<file path="config.mk">
export PLATFORM = sky130hd
export DESIGN_NAME = resource_requester
export DESIGN_NICKNAME = d
export VERILOG_FILES = /design/src/rtl/resource_requester.sv
export SDC_FILE = /design/constraint.sdc
export NUM_CORES = 1
export LEC_CHECK = 0
export ABC_CLOCK_PERIOD_IN_PS = 4500
export BUFFER_PORTS_ARGS = -buffer_cell sky130_fd_sc_hd__buf_4
export CAP_MARGIN = 20
export CELL_PAD_IN_SITES_DETAIL_PLACEMENT = 1
export CELL_PAD_IN_SITES_GLOBAL_PLACEMENT = 1
export CORE_AREA = 3 3 78 80
export CTS_BUF_LIST = sky130_fd_sc_hd__clkbuf_4
export CTS_CLUSTER_DIAMETER = 60
export DETAILED_ROUTE_END_ITERATION = 8
export DIE_AREA = 0 0 81 83
export GPL_TIMING_DRIVEN = 0
export PLACE_DENSITY_LB_ADDON = 0.1
export SYNTH_ARGS = -nofsm -noshare
export SYNTH_HDL_FRONTEND = slang
export SYNTH_SLANG_ARGS = --single-unit
</file>
<file path="constraint.sdc">
create_clock -name clk -period 4.5 [get_ports clk]
set_input_delay 1.125 -clock clk [delete_from_list [all_inputs] [get_ports clk]]
set_output_delay 1.125 -clock clk [all_outputs]
set_load 0.03 [all_outputs]
</file>
<file path="src/rtl/resource_requester.sv">
// Initiator side of the shared-resource interface: issues one tagged read at a time,
// filters stale responses by id, and stalls the pipeline while the read is outstanding.
`ifndef ADDRESS_WIDTH
`define ADDRESS_WIDTH 5
`endif
`ifndef ID_WIDTH
`define ID_WIDTH 3
`endif
`ifndef DATA_WIDTH
`define DATA_WIDTH 32
`endif

module resource_requester #(
   parameter int TIMEOUT_CYCLES = 64
) (
   input  logic                      clk,
   input  logic                      reset,
   input  logic                      req_valid,
   input  logic [`ADDRESS_WIDTH-1:0] req_address,
   output logic                      req_ready,
   output logic                      resp_valid,
   output logic [`DATA_WIDTH-1:0]    resp_data,
   output logic                      resp_error,
   output logic                      stall,
   output logic [`ADDRESS_WIDTH-1:0] res_address,
   output logic [`ID_WIDTH-1:0]      res_id,
   input  logic [`DATA_WIDTH-1:0]    res_data,
   input  logic [`ID_WIDTH-1:0]      res_id_in,
   input  logic                      res_valid
);

   localparam int TIMER_WIDTH = (TIMEOUT_CYCLES > 1) ? $clog2(TIMEOUT_CYCLES) : 1;
   localparam logic [TIMER_WIDTH-1:0] TIMER_LAST = TIMER_WIDTH'(TIMEOUT_CYCLES - 1);
   localparam logic [TIMER_WIDTH-1:0] TIMER_MAX  = '1;
   localparam logic [`ID_WIDTH-1:0]   TAG_FIRST  = `ID_WIDTH'(1);
   localparam logic [`ID_WIDTH-1:0]   TAG_MAX    = '1;

   typedef enum logic {IDLE, WAIT} state_t;

   state_t                 state;
   state_t                 state_next;
   logic                   accept;
   logic                   match;
   logic                   timed_out;
   logic [TIMER_WIDTH-1:0] timer;
   logic [`ID_WIDTH-1:0]   next_tag;

   assign req_ready = (state == IDLE);
   assign stall     = (state == WAIT);

   always_ff @(posedge clk or posedge reset) begin
      if (reset) state <= IDLE;
      else       state <= state_next;
   end

   // A matching response beats a timeout landing in the same cycle.
   always_comb begin
      accept     = 1'b0;
      match      = 1'b0;
      timed_out  = 1'b0;
      state_next = state;
      case (state)
         IDLE: begin
            accept = req_valid;
            if (req_valid) state_next = WAIT;
         end
         WAIT: begin
            match     = res_valid && (res_id_in == res_id);
            timed_out = !match && (timer == TIMER_LAST);
            if (match || timed_out) state_next = IDLE;
         end
         default: state_next = IDLE;
      endcase
   end

   // Address and tag stay frozen through WAIT since the resource samples them unhandshaked;
   // tag 0 is skipped on wrap so it can mean "idle" on res_id.
   always_ff @(posedge clk or posedge reset) begin
      if (reset) begin
         resp_valid  <= 1'b0;
         resp_data   <= '0;
         resp_error  <= 1'b0;
         res_address <= '0;
         res_id      <= '0;
         next_tag    <= TAG_FIRST;
         timer       <= '0;
      end else begin
         resp_valid <= 1'b0;
         if (accept) begin
            res_address <= req_address;
            res_id      <= next_tag;
            timer       <= '0;
         end else if (state == WAIT) begin
            if (match || timed_out) begin
               resp_valid  <= 1'b1;
               resp_data   <= match ? res_data : '0;
               resp_error  <= !match;
               next_tag    <= (next_tag == TAG_MAX) ? TAG_FIRST : next_tag + 1'b1;
               res_address <= '0;
               res_id      <= '0;
            end else if (timer != TIMER_MAX) begin
               timer <= timer + 1'b1;
            end
         end
      end
   end

endmodule
</file>
==> results of run 1 <==
[synth_stat cells, drive strengths merged, types with 2 or more instances]
cell	number	area share (%)
o21ai	11	3.2
buf	9	2.4
nand2b	3	0.90
inv	6	1.1
nand4	3	0.90
nor2	2	0.36
mux2	3	1.8
mux2i	2	0.96
xnor2	3	1.3
ha	3	1.8
o221ai	2	0.84
nand2	20	3.6
dfrtp	51	61
a22o	32	13
nand3	3	0.72
and3	3	0.90
[cell families (layout without fill, tap and decap cells)]
kind of cell | count (synthesis) | count (layout) | share of synthesized area (%)
flops | 52 | 52 | 62.6
xor+xnor | 3 | 3 | 1.26
mux | 5 | 5 | 2.77
simple gates | 37 | 37 | 8.42
compound gates | 50 | 50 | 19.4
buf+inv | 16 | 112 | 3.67
fa+ha+maj | 3 | 3 | 1.81
[through the flow]
step / cells / hold slack, ns / util, % / setup slack, ns
floorplan: 166 / 0.471 / - / 2.12
global placement: 325 / 0.488 / 51.6 / 1.40
detailed placement: 326 / 0.492 / 51.9 / 1.87
CTS: 334 / 0.518 / 53.0 / 2.10
global route: 334 / 0.537 / 53.0 / 2.05
finish: 334 / 0.512 / 53.0 / 2.13
[power breakdown]
part | internal (W) | switching, W | total, W
clock network | 0.0000658 | 0.000145 | 0.000211
logic | 0.000459 | 0.000645 | 0.00110
registers | 0.000677 | 0.000141 | 0.000818
[worst max-delay path, cell delays in order (launching register included)]
cell,delay [ns]
dfrtp_1,0.49
inv_1,0.20
buf_4,0.20
[registers in the layout, indices dropped and copies added, names as in the netlist]
name,cells
next_tag,3
res_address,5
resp_valid,1
res_id,3
resp_data,32
stall,1
resp_error,1
timer,6
[per-layer routing]
| layer | up-vias | global-route usage (%) | part of all wire (%) |
|---|---|---|---|
| met5 | - | 0 | 0 |
| met4 | 0 | 5.53 | 1.2 |
| met3 | 8 | 4.23 | 6.8 |
| met2 | 62 | 26.0 | 47 |
| met1 | 832 | 23.5 | 45 |
| li1 | 799 | - | - |
[final cells by class]
type                            instances  share of cell area (%)
Buffer                                 10                    1.86
Clock buffer                            6                    1.55
Clock inverter                          2                   0.388
Inverter                                6                   0.777
Multi-Input combinational cell         98                    24.2
Sequential cell                        52                    44.9
Tap cell                               72                    3.11
Timing Repair Buffer                   88                    23.2
[worst max-delay path by stage]
stage                                            to  slack [ns]  cells past startpoint
final                                     req_ready        2.13                      2
after global routing                      req_ready        2.05                      2
after CTS                                 req_ready        2.10                      2
after detailed placement  resp_data[23]$_DFFE_PP0P_        1.87                      6
after global placement    resp_data[10]$_DFFE_PP0P_        1.40                      2
after floorplan             next_tag[1]$_DFFE_PP0P_        2.12                      1
==> qor.csv, run 1 <==
metric,value,unit
Max Freq,422,MHz
Final setup viols,0,
Post-Syn Nets,213,
clock buffer depth,2,
CTS tree,done,
fraction of layout cells with a size suffix above 1,42.4,%
Reg2Reg Depth,7,
critical path arrival,1.24,ns
Setup TNS Final,0,ns
Cell Rows,27,
IO buf count,87,
"commonest non-fill, non-tap cell in the layout",buf_4,
global route overflow,0,
maximum vdd ir drop,0.261,mV
clock edge transition at the registers on the reported setup and hold paths,0.14,ns
Power Total,0.00213,W
critical path endpoint category,primary output,
DRT iter0 DRCs,47,
number of max-slew violations in the final report,0,
min cycle time layout,2.37,ns
Post-Syn Area,2080,um^2
H-tree levels,2,
Hold Crit Start,timer[0]$_DFFE_PP0P_,
# clock sinks,52,
n_diodes,0,
Cell Pwr Density,736,nW/um^2
Post-synth EDFFs,0,
register bit total from synthesis,52,
area post-placement,2840,um^2
number of global-route vias before repair,1738,
startpoint types,flip-flop,
asr flop ratio synth,100,%
max_slew headroom,64.3,%
Final Hold Violating Endpoints,0,
initial antenna violation count,0,
max_cap viols,0,
total vias in the final route,1701,
WHS Path Cells,1,
Post-route DRC,0,
most frequent cells in the layout,"87 x buf_4, 51 x dfrtp_1, 32 x a22o_1",
Area Growth Syn to Fin,39.4,%
die width,81,um
largest fanout on the critical path,6,
Register Area,1300,um^2
syn avg cell area,12.5,um^2
worst-skew pair later-pin latency,0.37,ns
r2r setup slk,2.55,ns
Worst Skew,0.0151,ns
CTS Hold Bufs,0,
HPWL Detailed,3960,um
Avg Vias per Cell,5.09,
WHS Endpoint,timer[0]$_DFFE_PP0P_,
top_reg_cell synth,dfrtp_1,
io pins,88,
first-pass GRT wire length,9050,um
period utilisation layout,52.6,%
final wirelength,5340,um
post-CTS setup buffer count,0,
Total GRT Usage,17.0,%
leak pwr,1.48,nW
placer congestion estimate,0.741,
DRT Pass-1 Iters,4,
post-route ant nets,0,
largest net degree at the start of global routing,30,
filler instances,618,
Post-Synthesis Cells,166,
floorplan core area,5470,um^2
CTS Buf Count,5,
multi-input logic area,701,um^2
die area,6720,um^2
worst hold path class,reg2reg,
r2r endpoint,next_tag[2]$_DFFE_PP0P_,
data required time of the critical path,3.38,ns
post-route design area,2900,um^2
mean routed wirelength per cell,16.0,um
status,"finished, final reports clean",
sequential-to-total area share from yosys stat,62.6,%
crit path launch,stall$_DFF_PP0_,
Die Ht,83,um
Worst Tran Pin Value,0.530,ns
WS Path Type,reg2out,
Clock Tree Root,clkbuf_4,
cts repair resizes,0,
reg-to-reg critical path startpoint,timer[0]$_DFFE_PP0P_,
Syn. warnings,0,
RSZ-0062 raised after global routing,no,
Nets,308,
Starting Density,38.0,%
Netlist cell types,31,
(Power assumes the default switching activity.)
==> run 2: changes to the inputs <==
ABC_CLOCK_PERIOD_IN_PS = 2400   (was 4500)
CORE_AREA = 3 3 79 81   (was 3 3 78 80)
DIE_AREA = 0 0 82 84   (was 0 0 81 83)
clock period = 2.4 ns   (was 4.5 ns; I/O delays follow)
==> run 2 against run 1 <==
Die area rose by 2.5%; sequential power rose by 87%; clock-buffer cell count fell by 1; clock power rose by 78%; combinational power rose by 87%; sequential share of layout area rose by 0.078 points; core utilization fell by 0.74 points; first-iteration DRC count fell by 6.4%; critical path type is now reg2reg; largest cell class unchanged.
==> qor.csv, run 2 (same netlist as run 1, synthesis figures left out) <==
metric,value,unit,change
most frequent cells in the layout,"87 x buf_4, 51 x dfrtp_1, 32 x a22o_1",,
IO buf count,87,,unchanged
HPWL Detailed,4050,um,+2.3%
r2r endpoint,next_tag[2]$_DFFE_PP0P_,,
Die Ht,84,um,+1.2%
total vias in the final route,1658,,-2.5%
fraction of layout cells with a size suffix above 1,42.4,%,unchanged
Hold WS,0.296,ns,-0.216 ns
critical path endpoint category,flip-flop,,
clock buffer depth,2,,unchanged
worst-skew pair later-pin latency,0.36,ns,about the same
DRT iter0 DRCs,44,,-6.4%
n_diodes,0,,unchanged
Max Freq,508,MHz,
Final setup viols,0,,unchanged
post-route insts no fill,334,,unchanged
largest fanout on the critical path,10,,+4
RSZ-0062 raised after global routing,no,,
# clock sinks,52,,unchanged
final wirelength,5360,um,+0.39%
CTS Hold Bufs,0,,unchanged
period utilisation layout,82.0,%,
area post-placement,2840,um^2,unchanged
H-tree levels,2,,unchanged
Nets,308,,unchanged
maximum vdd ir drop,0.542,mV,+110%
number of max-slew violations in the final report,0,,unchanged
Final Hold Violating Endpoints,0,,unchanged
reg-to-reg critical path startpoint,timer[0]$_DFFE_PP0P_,,
GR Util met3,4.32,%,+0.090 points
io pins,88,,unchanged
data required time of the critical path,2.67,ns,-0.71 ns
placer congestion estimate,0.718,,-3.0%
startpoint types,flip-flop,,
Setup TNS Final,0,ns,unchanged
Clock Tree Root,clkbuf_4,,
CTS tree,done,,
max_slew headroom,60.8,%,-3.5 points
cts repair resizes,0,,unchanged
max_cap viols,0,,unchanged
met1 Use GR,20.2,%,-3.3 points
first-pass GRT wire length,8330,um,-8.0%
Worst Tran Pin Value,0.588,ns,+0.0574 ns
critical path arrival,2.24,ns,+1.00 ns
Cell Rows,27,,unchanged
post-route ant nets,0,,unchanged
Final Util,52.2,%,-0.74 points
largest net degree at the start of global routing,28,,-6.7%
die area,6890,um^2,+2.5%
Inst Count DP,326,,unchanged
M2 GR Usage,25.9,%,-0.13 points
max reg flops,32,,unchanged
post-CTS setup buffer count,0,,unchanged
worst hold path class,in2async,,
DRT Pass-1 Iters,4,,unchanged
die width,82,um,+1.2%
busiest layer in global routing,met2,,
Worst Skew,0.00737,ns,-0.00775 ns
WS Path Type,reg2reg,,
status,"finished, final reports clean",,
leak pwr,1.48,nW,+0.21%
filler instances,636,,+2.9%
clock edge transition at the registers on the reported setup and hold paths,0.14,ns,about the same
min cycle time layout,1.97,ns,
global route overflow,0,,unchanged
Starting Density,37.5,%,-0.46 points
initial antenna violation count,0,,unchanged
"commonest non-fill, non-tap cell in the layout",buf_4,,
post-route design area,2890,um^2,-0.17%
r2r setup slk,0.43,ns,-2.12 ns
number of global-route vias before repair,1588,,-8.6%
Avg Vias per Cell,4.96,,-2.5%
Total GRT Usage,15.7,%,-1.2 points
Cell Pwr Density,1370,nW/um^2,+86%
Area Growth Syn to Fin,39.2,%,
leading registers by flop count,"resp_data x32, timer x6, res_address x5",,
Largest Register,resp_data,,
mean routed wirelength per cell,16.1,um,+0.39%
CTS Buf Count,5,,unchanged
Reg2Reg Depth,7,,unchanged
Post-route DRC,0,,unchanged
floorplan core area,5540,um^2,+1.2%
[run 2: cell types whose count changed in the layout (fill, tap and decap cells not counted), sizes merged]
cell,change
clkinv,+2
clkbuf,-1
clkinvlp,-1
[run 2: worst max-delay path by stage]
stage	start	end	cells after the start
2_1_floorplan	reset	next_tag[1]$_DFFE_PP0P_	1
6_report	timer[0]$_DFFE_PP0P_	next_tag[2]$_DFFE_PP0P_	7
4_1_cts	timer[0]$_DFFE_PP0P_	next_tag[2]$_DFFE_PP0P_	7
3_5_place_dp	res_id_in[0]	resp_data[27]$_DFFE_PP0P_	6
3_3_place_gp	reset	timer[2]$_DFFE_PP0P_	2
5_1_grt	res_id[2]$_DFFE_PP0P_	resp_data[17]$_DFFE_PP0P_	5
[run 2: report_power, final]
part	internal (W)	total (W)	switching, W	leakage [nW]
sequential	0.00127	0.00153	0.000265	0.653
combinational	0.000861	0.00206	0.00120	0.799
clock	0.000108	0.000376	0.000268	0.0324
[run 2: routing by layer]
metal  routed length [um]  up-vias
met5                    0        -
met1                 2260      825
met2                 2790       38
li1                     -      791
met3                  277        4
met4                   35        0
[run 2: cell type report]
class	count	area [um^2]	area share (%)
plain buffers	10	53.8	1.86
inverters	6	22.5	0.778
clock buffers	5	37.5	1.30
flip-flops and latches	52	1300	45.0
multi-input cells	98	701	24.2
well taps	72	90.1	3.11
clock inverters	3	13.8	0.476
repair buffers	88	673	23.3
[run 2: worst max-delay path: stages (launching register included)]
cell and delay, ns:
dfrtp_1 0.43, ha_1 0.23, and3_1 0.23, and3_1 0.22
o21ai_4 0.23, inv_2 0.09, buf_6 0.15, mux2_4 0.29
[run 2: stage by stage]
stage | power (W) | worst slack, ns
final | 0.00397 | 0.432
after global routing | 0.00424 | 0.273
after CTS | 0.00403 | 0.397
after detailed placement | 0.00365 | 0.244
after global placement | 0.00360 | -0.170
after floorplan | 0.00282 | 0.544
==> run 3: changes to the inputs <==
ABC_CLOCK_PERIOD_IN_PS = 1900   (was 2400)
clock period = 1.9 ns   (was 2.4 ns; I/O delays follow)
==> run 3 against run 2 <==
Clock-buffer cell count stayed put; core utilization grew 1.3 points; critical path depth stayed put; die area unchanged; worst setup slack lost 0.33 ns; cell count grew 1.5%; flip-flop and latch count unchanged; first-iteration DRC count fell by 23%; critical path type unchanged; critical endpoint unchanged; largest cell class unchanged.
==> qor.csv, run 3 (same netlist as run 1, synthesis figures left out) <==
metric,value,unit,change
status,"finished, final reports clean",,
period utilisation layout,94.6,%,+13 points
data required time of the critical path,2.17,ns,-0.50 ns
Cell Rows,27,,unchanged
Final Util,53.5,%,+1.3 points
maximum vdd ir drop,0.685,mV,+26%
most frequent cells in the layout,"94 x buf_4, 51 x dfrtp_1, 32 x a22o_1",,
die area,6890,um^2,unchanged
mean routed wirelength per cell,16.2,um,+0.93%
reg-to-reg critical path startpoint,timer[0]$_DFFE_PP0P_,,
filler instances,624,,-1.9%
startpoint types,flip-flop,,
io pins,88,,unchanged
Die Ht,84,um,unchanged
total vias in the final route,1676,,+1.1%
Starting Density,37.5,%,unchanged
placer congestion estimate,0.718,,unchanged
DRT iter0 DRCs,34,,-23%
n_diodes,0,,unchanged
Post-route DRC,0,,unchanged
HPWL Detailed,4050,um,unchanged
die width,82,um,unchanged
r2r endpoint,next_tag[2]$_DFFE_PP0P_,,
Area Growth Syn to Fin,42.7,%,
Reg2Reg Depth,7,,unchanged
DRT Pass-1 Iters,4,,unchanged
worst hold path class,in2async,,
Hold WS,0.166,ns,-0.130 ns
CTS Hold Bufs,0,,unchanged
Worst Tran Pin Value,0.583,ns,-0.00439 ns
post-route design area,2970,um^2,+2.5%
Cell Pwr Density,1720,nW/um^2,+25%
IO buf count,87,,unchanged
final wirelength,5500,um,+2.4%
first-pass GRT wire length,8420,um,+1.1%
fraction of layout cells with a size suffix above 1,45.3,%,+3.0 points
area post-placement,2840,um^2,unchanged
RSZ-0062 raised after global routing,no,,
Setup TNS Final,0,ns,unchanged
H-tree levels,2,,unchanged
WS Path Type,reg2reg,,
Clock Tree Root,clkbuf_4,,
max_slew headroom,61.1,%,+0.29 points
Worst Skew,0.0118,ns,+0.00444 ns
Final Hold Violating Endpoints,0,,unchanged
max_cap viols,0,,unchanged
post-route ant nets,0,,unchanged
worst-skew pair later-pin latency,0.37,ns,about the same
global route overflow,0,,unchanged
CTS tree,done,,
largest net degree at the start of global routing,28,,unchanged
multi-input logic area,731,um^2,+4.3%
critical path arrival,2.07,ns,-0.17 ns
leak pwr,1.52,nW,+2.2%
crit path launch,timer[0]$_DFFE_PP0P_,,
Nets,313,,+1.6%
Max Freq,556,MHz,+9.4%
r2r setup slk,0.10,ns,-0.33 ns
max reg flops,32,,unchanged
"commonest non-fill, non-tap cell in the layout",buf_4,,
Largest Register,resp_data,,
leading registers by flop count,"resp_data x32, timer x6, res_address x5",,
initial antenna violation count,0,,unchanged
post-route insts no fill,339,,+1.5%
Total GRT Usage,15.9,%,+0.20 points
floorplan core area,5540,um^2,unchanged
number of max-slew violations in the final report,0,,unchanged
Inst Count DP,326,,unchanged
number of global-route vias before repair,1588,,unchanged
clock edge transition at the registers on the reported setup and hold paths,0.15,ns,about the same
largest fanout on the critical path,10,,unchanged
# clock sinks,52,,unchanged
CTS Buf Count,5,,unchanged
min cycle time layout,1.80,ns,-0.170 ns
critical path endpoint category,flip-flop,,
Register Area,1300,um^2,unchanged
Avg Vias per Cell,4.94,,-0.41%
Final setup viols,0,,unchanged
clock buffer depth,2,,unchanged
## run 3: changes by cell type in the layout (fill, tap and decap cells not counted), sizes merged
cell	delta
buf	+5
## run 3: area by class of cell
| class | count | share of cell area, % |
|---|---|---|
| Buffer | 10 | 1.98 |
| Clock buffer | 5 | 1.27 |
| Clock inverter | 3 | 0.464 |
| Inverter | 6 | 0.759 |
| Multi-Input combinational cell | 98 | 24.6 |
| Sequential cell | 52 | 43.9 |
| Tap cell | 72 | 3.04 |
| Timing Repair Buffer | 93 | 24.0 |
## run 3: worst max path at each step
stage	cells after the start	to	slack [ns]
floorplan	7	next_tag[2]$_DFFE_PP0P_	0.09
global placement	2	timer[2]$_DFFE_PP0P_	-0.55
detailed placement	6	resp_data[27]$_DFFE_PP0P_	-0.13
CTS	7	next_tag[2]$_DFFE_PP0P_	0.03
global route	2	req_ready	0.0009
finish	7	next_tag[2]$_DFFE_PP0P_	0.10
## run 3: per-stage QoR
step,power [W],setup slack (ns)
final,0.00511,0.102
after global routing,0.00545,0.000893
after CTS,0.00511,0.0260
after detailed placement,0.00461,-0.131
after global placement,0.00455,-0.545
after floorplan,0.00357,0.0891
## run 3: where the power goes
group | leakage (nW) | total, W | switching [W] | internal (W)
sequential | 0.653 | 0.00195 | 0.000344 | 0.00160
clock | 0.0324 | 0.000479 | 0.000342 | 0.000137
combinational | 0.831 | 0.00268 | 0.00154 | 0.00114
## run 3: worst max-delay path: stages, from the launching register on
cell     delay (ns)
dfrtp_1        0.43
ha_2           0.20
and3_4         0.19
and3_1         0.21
o21ai_4        0.17
inv_2          0.07
buf_6          0.14
mux2_4         0.29
## run 3: routing by layer
metal	wire length, um	global-route usage, %
met1	2290	20.5
met5	0	0
met3	275	4.32
met2	2890	26.2
met4	35	4.08
## run 3: repair_timing
item / in CTS / in global routing
setup buffers: 2 / 3
setup endpoints to repair: 30 / 35
gates resized for setup: 4 / 4
endpoints found under the hold margin: 0 / 0
pin swaps: 1 / 2
